**config.mk**
```make
export PLATFORM = sky130hd
export DESIGN_NAME = ihc_apb_mailbox
export DESIGN_NICKNAME = d
export VERILOG_FILES = /design/src/rtl/ihc_apb_mailbox.sv
export SDC_FILE = /design/constraint.sdc
export NUM_CORES = 1
export LEC_CHECK = 0
export CORE_ASPECT_RATIO = 0.8
export CORE_MARGIN = 2
export CORE_UTILIZATION = 55
export CTS_BUF_LIST = sky130_fd_sc_hd__clkbuf_2
export DETAILED_ROUTE_END_ITERATION = 10
export GPL_TIMING_DRIVEN = 0
export PLACE_DENSITY_LB_ADDON = 0.12
export SETUP_SLACK_MARGIN = 0.2
export SYNTH_ARGS = -nofsm -noshare
export SYNTH_HDL_FRONTEND = slang
export SYNTH_SLANG_ARGS = --single-unit
```
**constraint.sdc**
```tcl
create_clock -name PCLK -period 5.09 [get_ports PCLK]
set_input_delay 0.7635 -clock PCLK [delete_from_list [all_inputs] [get_ports PCLK]]
set_output_delay 0.7635 -clock PCLK [all_outputs]
set_load 0.05 [all_outputs]
```
**src/rtl/ihc_apb_mailbox.sv**
```systemverilog
// APB3 inter-hart mailbox: TX FIFO is filled over APB and drained by the fabric; RX FIFO is filled by the fabric and read over APB.
// Define IHC_MBOX_IRQ_EN to add the IRQ output and the IRQ_EN register at offset 0x0C.
module ihc_apb_mailbox #(
    parameter int APB_DWIDTH = 32,
    parameter int ADDR_BITS  = 12,
    parameter int FIFO_DEPTH = 8
) (
    input  logic                  PCLK,
    input  logic                  PRESETN,
    input  logic                  PSEL,
    input  logic                  PENABLE,
    input  logic                  PWRITE,
    input  logic [ADDR_BITS-1:0]  PADDR,
    input  logic [APB_DWIDTH-1:0] PWDATA,
    output logic [APB_DWIDTH-1:0] PRDATA,
    output logic                  PREADY,
    output logic                  PSLVERR,
    output logic [APB_DWIDTH-1:0] TX_DATA,
    output logic                  TX_VALID,
    input  logic                  TX_READY,
    input  logic [APB_DWIDTH-1:0] RX_DATA,
    input  logic                  RX_VALID,
    output logic                  RX_READY
`ifdef IHC_MBOX_IRQ_EN
    ,
    output logic                  IRQ
`endif
);
    localparam int PW = $clog2(FIFO_DEPTH);

    logic [PW:0]           r_tx_wr, r_tx_rd, r_rx_wr, r_rx_rd;
    logic [APB_DWIDTH-1:0] r_tx_mem [FIFO_DEPTH];
    logic [APB_DWIDTH-1:0] r_rx_mem [FIFO_DEPTH];
    logic                  r_wait;
    logic                  r_err;
    logic [APB_DWIDTH-1:0] r_prdata;

    logic [ADDR_BITS-1:0]  w_offset;
    logic                  w_sel_tx, w_sel_rx, w_sel_st, w_sel_irq;
    logic                  w_access, w_first, w_done;
    logic [PW:0]           w_tx_count, w_rx_count;
    logic                  w_tx_full, w_tx_empty, w_rx_full, w_rx_empty;
    logic                  w_tx_push, w_tx_pop, w_rx_push, w_rx_pop, w_tx_ovf;
    logic [APB_DWIDTH-1:0] w_status, w_rd_data;
    logic                  w_rd_err;
`ifdef IHC_MBOX_IRQ_EN
    logic [1:0]            r_irq_en;
    logic                  r_irq;
`endif

    assign w_offset = PADDR & ~ADDR_BITS'(3);
    assign w_sel_tx = (w_offset == ADDR_BITS'(0));
    assign w_sel_rx = (w_offset == ADDR_BITS'(4));
    assign w_sel_st = (w_offset == ADDR_BITS'(8));
`ifdef IHC_MBOX_IRQ_EN
    assign w_sel_irq = (w_offset == ADDR_BITS'(12));
`else
    assign w_sel_irq = 1'b0;
`endif

    // First access cycle raises the wait flag; the second completes the transfer.
    assign w_access = PSEL & PENABLE;
    assign w_first  = w_access & ~r_wait;
    assign w_done   = w_access & r_wait;

    assign w_tx_count = r_tx_wr - r_tx_rd;
    assign w_rx_count = r_rx_wr - r_rx_rd;
    assign w_tx_empty = (r_tx_wr == r_tx_rd);
    assign w_rx_empty = (r_rx_wr == r_rx_rd);
    assign w_tx_full  = (r_tx_wr[PW] != r_tx_rd[PW]) && (r_tx_wr[PW-1:0] == r_tx_rd[PW-1:0]);
    assign w_rx_full  = (r_rx_wr[PW] != r_rx_rd[PW]) && (r_rx_wr[PW-1:0] == r_rx_rd[PW-1:0]);

    assign w_status = {8'h00, 8'(w_rx_count), 8'(w_tx_count), 4'h0,
                       w_rx_empty, w_rx_full, w_tx_empty, w_tx_full};

    assign TX_VALID  = ~w_tx_empty;
    assign TX_DATA   = r_tx_mem[r_tx_rd[PW-1:0]];
    assign RX_READY  = ~w_rx_full;
    assign w_tx_pop  = TX_VALID & TX_READY;
    assign w_rx_push = RX_VALID & RX_READY;

    // A TX push at full is legal only when the fabric frees a slot on the same edge.
    assign w_tx_ovf  = PWRITE & w_sel_tx & w_tx_full & ~w_tx_pop;
    assign w_tx_push = w_done & PWRITE & w_sel_tx & ~r_err & ~w_tx_ovf;
    assign w_rx_pop  = w_done & ~PWRITE & w_sel_rx & ~r_err;

    assign PREADY  = w_done;
    assign PSLVERR = w_done & (r_err | w_tx_ovf);
    assign PRDATA  = w_done ? r_prdata : '0;

    // NOTE: every variable driven here gets a default first, so no path can infer a latch.
    always_comb begin
        w_rd_data = '0;
        w_rd_err  = 1'b0;
        if (PWRITE) begin
            w_rd_err = ~(w_sel_tx | w_sel_rx | w_sel_st | w_sel_irq);
        end else if (w_sel_rx) begin
            if (w_rx_empty) w_rd_err = 1'b1;
            else            w_rd_data = r_rx_mem[r_rx_rd[PW-1:0]];
        end else if (w_sel_st) begin
            w_rd_data = w_status;
`ifdef IHC_MBOX_IRQ_EN
        end else if (w_sel_irq) begin
            w_rd_data = APB_DWIDTH'(r_irq_en);
`endif
        end else begin
            w_rd_err = 1'b1;
        end
    end

    // NOTE: non-blocking assignments so every register updates from pre-edge values.
    always_ff @(posedge PCLK or negedge PRESETN) begin
        if (!PRESETN) begin
            r_wait   <= 1'b0;
            r_err    <= 1'b0;
            r_prdata <= '0;
            r_tx_wr  <= '0;
            r_tx_rd  <= '0;
            r_rx_wr  <= '0;
            r_rx_rd  <= '0;
        end else begin
            r_wait <= w_first;
            if (w_first) begin
                r_prdata <= w_rd_data;
                r_err    <= w_rd_err;
            end
            if (w_tx_push) r_tx_wr <= r_tx_wr + (PW+1)'(1);
            if (w_tx_pop)  r_tx_rd <= r_tx_rd + (PW+1)'(1);
            if (w_rx_push) r_rx_wr <= r_rx_wr + (PW+1)'(1);
            if (w_rx_pop)  r_rx_rd <= r_rx_rd + (PW+1)'(1);
        end
    end

    // NOTE: FIFO storage is not reset; the pointers alone decide which entries are valid.
    always_ff @(posedge PCLK) begin
        if (w_tx_push) r_tx_mem[r_tx_wr[PW-1:0]] <= PWDATA;
        if (w_rx_push) r_rx_mem[r_rx_wr[PW-1:0]] <= RX_DATA;
    end

`ifdef IHC_MBOX_IRQ_EN
    always_ff @(posedge PCLK or negedge PRESETN) begin
        if (!PRESETN) begin
            r_irq_en <= 2'b00;
            r_irq    <= 1'b0;
        end else begin
            if (w_done & PWRITE & w_sel_irq) r_irq_en <= PWDATA[1:0];
            r_irq <= (r_irq_en[0] & ~w_rx_empty) | (r_irq_en[1] & w_tx_empty);
        end
    end

    assign IRQ = r_irq;
`endif
endmodule

```
==> results of run 1 <==
## layer usage
metal,GRT usage,vias up,wire length (um)
li1,-,5176,-
met5,0,-,27
met4,0.0740,4,825
met3,0.0670,71,3400
met1,0.357,6003,21500
met2,0.352,420,22200
## worst paths after layout
| path | endpoint | cells after the start | slack [ps] | startpoint |
|---|---|---|---|---|
| worst max-delay path | TX_DATA[20] | 6 | 470 | r_tx_rd[1]$_DFFE_PN0P_ |
| max in group asynchronous | r_tx_wr[0]$_DFFE_PN0P_ | 3 | 4160 | PRESETN |
| worst max register to register | r_tx_mem[2][14]$_DFFE_PP_ | 11 | 1050 | r_tx_rd[2]$_DFFE_PN0P_ |
| min in group PCLK | r_rx_wr[0]$_DFFE_PN0P_ | 3 | 430 | RX_VALID |
| worst min register to register | r_prdata[12]$_DFFE_PN0P_ | 2 | 490 | r_prdata[12]$_DFFE_PN0P_ |
| worst min-delay path | r_prdata[29]$_DFFE_PN0P_ | 2 | 300 | PRESETN |
## timing repair
item / CTS / global route
hold buffers: 1 / 0
gates resized for setup: 6 / 4
endpoints found under the setup margin: 12 / 2
hold endpoints to repair: 24 / 0
pin swaps: 0 / 0
## Yosys cell counts, drive strengths merged (2+ instances only)
library cell and number:
edfxtp 512, nand2 149, mux4 124, dfrtp 50, buf 34, and2 33
o21ai 25, mux2i 23, nand3 19, clkbuf 18, nor2 16, xnor2 15
a32o 11, ha 10, inv 10, mux2 10, nor3 9, a21oi 5
nand2b 5, nand4 5, and3 4, nor4 4, o211ai 4, nand3b 3
or2b 3, or4 3, a21boi 2, a222oi 2, fa 2, nor2b 2
xor2 2
## power groups by stage
stage                     Clock [W]  Combinational (W)  Sequential [W]
after floorplan                   0            0.00208         0.00557
final                       0.00283            0.00322         0.00549
after detailed placement          0            0.00325         0.00559
after global routing        0.00317            0.00344         0.00551
after CTS                   0.00292            0.00326         0.00549
after global placement            0            0.00309         0.00561
## worst register-to-register path: cells and delay by family (launching register included)
family	cells	cell delay [ps]
buffers and inverters	6	1540
adder cells (fa/ha/maj)	1	360
AND/OR/NAND/NOR	4	1460
flip-flops	1	370
## logic make-up (layout without fill, tap and decap cells)
| family | after synthesis | after routing | synth area share |
|---|---|---|---|
| buf+inv | 63 | 484 | 0.0139 |
| other cells | 0 | 4 | 0 |
| mux | 157 | 157 | 0.143 |
| xor+xnor | 17 | 17 | 0.00679 |
| compound gates | 50 | 50 | 0.0155 |
| simple gates | 258 | 258 | 0.0551 |
| fa+ha+maj | 12 | 12 | 0.00753 |
| flops | 562 | 562 | 0.758 |
## stage by stage
stage / std cells / instance area [um2] / setup WS (ps) / utilization
finish: 2080 / 25900 / 470 / 0.658
global route: 2080 / 25900 / 197 / 0.658
CTS: 2076 / 25900 / 175 / 0.658
detailed placement: 1834 / 24700 / 600 / 0.628
global placement: 1803 / 24100 / -2540 / 0.612
floorplan: 1119 / 21900 / 406 / -
## registers in the layout (all words and copies together), names as in the netlist
name,flops
r_wait,1
r_rx_wr,4
r_tx_wr,4
r_err,1
r_prdata,32
r_rx_mem,256
r_tx_rd,4
r_rx_rd,4
r_tx_mem,256
## placed cells by master (no fill, tap or decap), drive strengths merged, types with 2 or more instances in the layout
cell type / netlist / layout
edfxtp: 512 / 512
clkbuf: 18 / 223
nand2: 149 / 149
clkdlybuf4s50: 0 / 144
mux4: 124 / 124
buf: 34 / 66
dfrtp: 50 / 50
and2: 33 / 33
clkinv: 0 / 27
o21ai: 25 / 25
mux2i: 23 / 23
nand3: 19 / 19
inv: 10 / 19
nor2: 16 / 16
xnor2: 15 / 15
a32o: 11 / 11
ha: 10 / 10
mux2: 10 / 10
nor3: 9 / 9
nand2b: 5 / 5
nand4: 5 / 5
a21oi: 5 / 5
diode: 0 / 4
o211ai: 4 / 4
and3: 4 / 4
nor4: 4 / 4
nand3b: 3 / 3
or2b: 3 / 3
or4: 3 / 3
xor2: 2 / 2
nor2b: 2 / 2
a222oi: 2 / 2
fa: 2 / 2
dlygate4sd2: 0 / 2
a21boi: 2 / 2
## area by class of cell
cell class | instances | area, um2 | share of cell area
clock buffers | 205 | 1030 | 0.0396
multi-input cells | 494 | 5120 | 0.198
plain buffers | 52 | 268 | 0.0103
inverters | 10 | 37.5 | 0.00145
diodes | 4 | 10.0 | 0.000386
clock inverters | 37 | 168 | 0.00647
well taps | 536 | 671 | 0.0259
flip-flops and latches | 562 | 16600 | 0.642
repair buffers | 180 | 1990 | 0.0766
==> metrics.txt, run 1 <==
critical path's top delay family buffers and inverters; synthesized area 0.0219 mm2; clock sink total roughly 560; Total GRT Usage 0.241; H-tree depth 4; drt drc 0; vias per std cell 5.61; initial antenna violation count 5; Max IR drop VDD around 0.32 mV; Setup TNS 0 ps; Max clock buf depth 3; CP Launch Type flop; ratio of cells with drive above 1 in the final layout 0.282; vias 11.7k; post-synth top area share 0.701; Post-Syn Instances roughly 1.1k; Initial Util 0.557; syn nets 1214; hold slack just under 300 ps; worst slew pin tran around 930 ps; unrepaired setup endpoints after global routing false; Mean Syn Cell Area ~20 um2; Unique masters post-synth 46; Setup Fix Bufs, Post-CTS 0; switching pwr 0.00383 W; Max-Slew Margin vs Limit 0.376; Area contributors post-synth edfxtp_1, mux4_2, dfrtp_1; fmax roughly 220 MHz; Int Pwr between 0.007 and 0.008 W; GR Overflow Total 0; CTS tree done; Post-DRT Antenna Nets 0; Total Power 0.0115 W; number of buffers created by CTS 136; DIE AREA 0.0415 mm2; first-pass GRT wire length 72000 um; area grow syn2layout 18.2%; largest net degree at the start of global routing 27; Seq/Total Area, Yosys 0.758; crit share post-route 0.908; slowest library cell on the worst path clkdlybuf4s50_1; #FFs+latches synth around 560; P per Cell Area ~450 mW/mm2; post-DP HPWL just over 30000 um; Most common cell on crit path nand2_1; Gate power share 0.279; Nets around 1.5k; total routed wirelength roughly 48000 um; Layout fillers roughly 2.9k; critical path endpoint category output pin; Synth async-reset ratio 0.0890; number of port buffers 148; I/O Pins approximately 150; Pins Over Slew Limit 0; Max-Cap Viols 0; final worst path period need about 4600 ps; Post-synth EDFFs just over 500; Flop pwr share 0.476; Worst Skew ~50 ps; vias in the first global route 12.0k; Synth area leader edfxtp_1; worst path bufs/invs 3; GPL Wtd Cong ~0.82; status finished, final reports clean; clock power share 0.245; top_reg_cell synth edfxtp_1; YS warnings 0; First-pass DRT Iterations 5; Root Buffer clkbuf_2; Worst Hold Class input pin to async pin; Final setup viols 0; clock-pin slew on the worst setup and hold paths about 120 ps; core footprint approximately 0.04 mm2; Die W approximately 230 um; Worst Path Arrival ~3900 ps; initial drt markers between 1k and 1.5k; CP required roughly 4300 ps; sw frac 0.332; final hold vios 0; LEAKAGE 9.07 nW; worst-path cell chain buf_2 -> clkbuf_1 -> mux4_2 -> nand2_1 -> nand2_1 -> clkdlybuf4s50_1; Worst Setup Path Type flop to output pin; max incr delay on CP 830 ps; DR WL/cell 23.0 um; Die Span Y ~180 um; clk_lat worst skew between 1000 and 1500 ps; Worst Path Max Fanout 10; Cell Rows 65
(Power assumes the default switching activity.)
==> run 2: changes to the inputs <==
--- a/config.mk
+++ b/config.mk
@@ -5,6 +5,7 @@
 export SDC_FILE = /design/constraint.sdc
 export NUM_CORES = 1
 export LEC_CHECK = 0
+export CAP_MARGIN = 20
 export CORE_ASPECT_RATIO = 0.8
 export CORE_MARGIN = 2
 export CORE_UTILIZATION = 55
==> metrics.txt, run 2 (same netlist as run 1, synthesis figures left out) <==
GPL Wtd Cong 0.823 (unchanged); area grow syn2layout 18.0% (was 18.2%); clk_lat worst skew 1050 ps (about the same); total routed wirelength 47700 um (was 47900 um); status finished, final reports clean (unchanged); Worst Hold Class input pin to async pin (unchanged); First-pass DRT Iterations 5 (unchanged); vias 11.7k (about the same); clock sink total 562 (unchanged); Max-Cap Viols 0 (unchanged); Setup WS post-layout 536 ps (was 470 ps); Root Buffer clkbuf_2 (unchanged); first-pass GRT wire length 71700 um (was 72000 um); Post-DRT Antenna Nets 0 (unchanged); fmax 220 MHz (was 216 MHz); DIE AREA 0.0415 mm2 (unchanged); Worst Skew 77.4 ps (was 51.1 ps); post-DP HPWL 31100 um (about the same); final hold vios 0 (unchanged); DR WL/cell 23.1 um (was 23.0 um); clock-pin slew on the worst setup and hold paths 120 ps (about the same); Worst Setup Path Type flop to output pin (unchanged); Placed Cells 1834 (unchanged); H-tree depth 4 (unchanged); initial antenna violation count 5 (unchanged); post-place setup slack 637 ps (was 600 ps); CTS tree done (unchanged); Worst Path Max Fanout 10 (unchanged); CP required 4330 ps (about the same); Non-Filler Instances 2068 (was 2080); Pins Over Slew Limit 0 (unchanged); critical path endpoint category output pin (unchanged); Worst Path Arrival 3790 ps (was 3860 ps); crit share post-route 0.895 (was 0.908); worst slew pin tran 944 ps (was 931 ps); most frequent cells in the layout edfxtp_1, clkbuf_2, nand2_1 (unchanged); Critical R2R Launch r_tx_rd[2]$_DFFE_PN0P_ (unchanged); Die W 227 um (unchanged); I/O Pins 151 (unchanged); ratio of cells with drive above 1 in the final layout 0.280 (was 0.282); drt drc 0 (unchanged); vias per std cell 5.63 (was 5.61); Nets 1532 (was 1531); Total Power 0.0115 W (about the same); LEAKAGE 9.04 nW (was 9.07 nW); most common cell after layout, fill and taps aside edfxtp_1 (unchanged); largest net degree at the start of global routing 27 (unchanged); Max-Slew Margin vs Limit 0.367 (was 0.376); unrepaired setup endpoints after global routing false (unchanged); GR Overflow Total 0 (unchanged); vias in the first global route 12.0k (about the same); number of buffers created by CTS 137 (was 136); final worst path period need 4550 ps (was 4620 ps); P per Cell Area 446 mW/mm2 (was 445 mW/mm2); CP Launch Type flop (unchanged); Final setup viols 0 (unchanged); Cell Rows 65 (unchanged); Die Span Y 183 um (unchanged); Critical Path Source r_tx_rd[1]$_DFFE_PN0P_ (unchanged); Max clock buf depth 3 (unchanged); Max IR drop VDD 0.350 mV (was 0.324 mV); number of port buffers 148 (unchanged); Total GRT Usage 0.240 (was 0.241); Initial Util 0.557 (unchanged); hold slack 319 ps (was 296 ps); core footprint 0.0394 mm2 (unchanged); initial drt markers 1008 (was 1061)
[run 2: cell types whose count changed in the layout (fill, tap and decap cells not counted)]
cell	previous run	this run
dlygate4sd2_1	2	1
inv_2	10	7
clkbuf_1	15	16
clkbuf_2	208	202
diode_2	4	3
clkinv_2	2	4
bufinv_16	1	2
clkinv_1	25	20
[run 2: power breakdown]
| group | leakage, nW | switching (W) | internal [W] |
|---|---|---|---|
| clock network | 0.927 | 0.00169 | 0.00114 |
| registers | 5.30 | 0.000107 | 0.00538 |
| logic | 2.82 | 0.00200 | 0.00121 |
| total | 9.04 | 0.00380 | 0.00773 |
[run 2: critical path: stages, from the launching register on]
cell             delay, ps
dfrtp_1                440
buf_2                  320
clkbuf_1               640
mux4_2                 340
nand2_1                 70
nand2_1                150
clkdlybuf4s50_1        820
[run 2: cell type report]
class / instances / area, um2
Timing Repair Buffer: 180 / 1980
Tap cell: 536 / 671
Clock buffer: 199 / 996
Antenna cell: 3 / 7.51
Clock inverter: 32 / 178
Buffer: 52 / 267
Inverter: 10 / 37.5
Sequential cell: 562 / 16600
Fill cell: 2835 / 13500
Multi-Input combinational cell: 494 / 5120
[run 2: what timing repair did]
action	in CTS	in global routing
hold buffers	1	0
gates resized for setup	6	4
setup buffers	0	0
endpoints found under the hold margin	24	0
endpoints found under the setup margin	12	2
[run 2: final timing paths]
| path | to | slack, ps | cells after the start |
|---|---|---|---|
| worst min-delay path | r_prdata[1]$_DFFE_PN0P_ | 320 | 2 |
| worst min register to register | r_prdata[15]$_DFFE_PN0P_ | 480 | 2 |
| min in group PCLK | r_rx_wr[0]$_DFFE_PN0P_ | 430 | 3 |
| max in group asynchronous | r_prdata[15]$_DFFE_PN0P_ | 4100 | 3 |
| worst max-delay path | TX_DATA[20] | 540 | 6 |
| worst max register to register | r_tx_mem[2][20]$_DFFE_PP_ | 880 | 11 |
[run 2: per-stage QoR]
step           utilization  instance area [um2]  setup TNS (ps)
3_5_place_dp         0.628                24700               0
2_1_floorplan            -                21900               0
5_1_grt              0.658                25900               0
4_1_cts              0.658                25900               0
6_report             0.658                25900               0
3_3_place_gp         0.612                24100         -619260
[run 2: metal layers]
metal  global-route usage  routed length (um)
met3               0.0676                3560
met1                0.352               21200
met5                    0                  30
met4               0.0685                 779
met2                0.356               22200
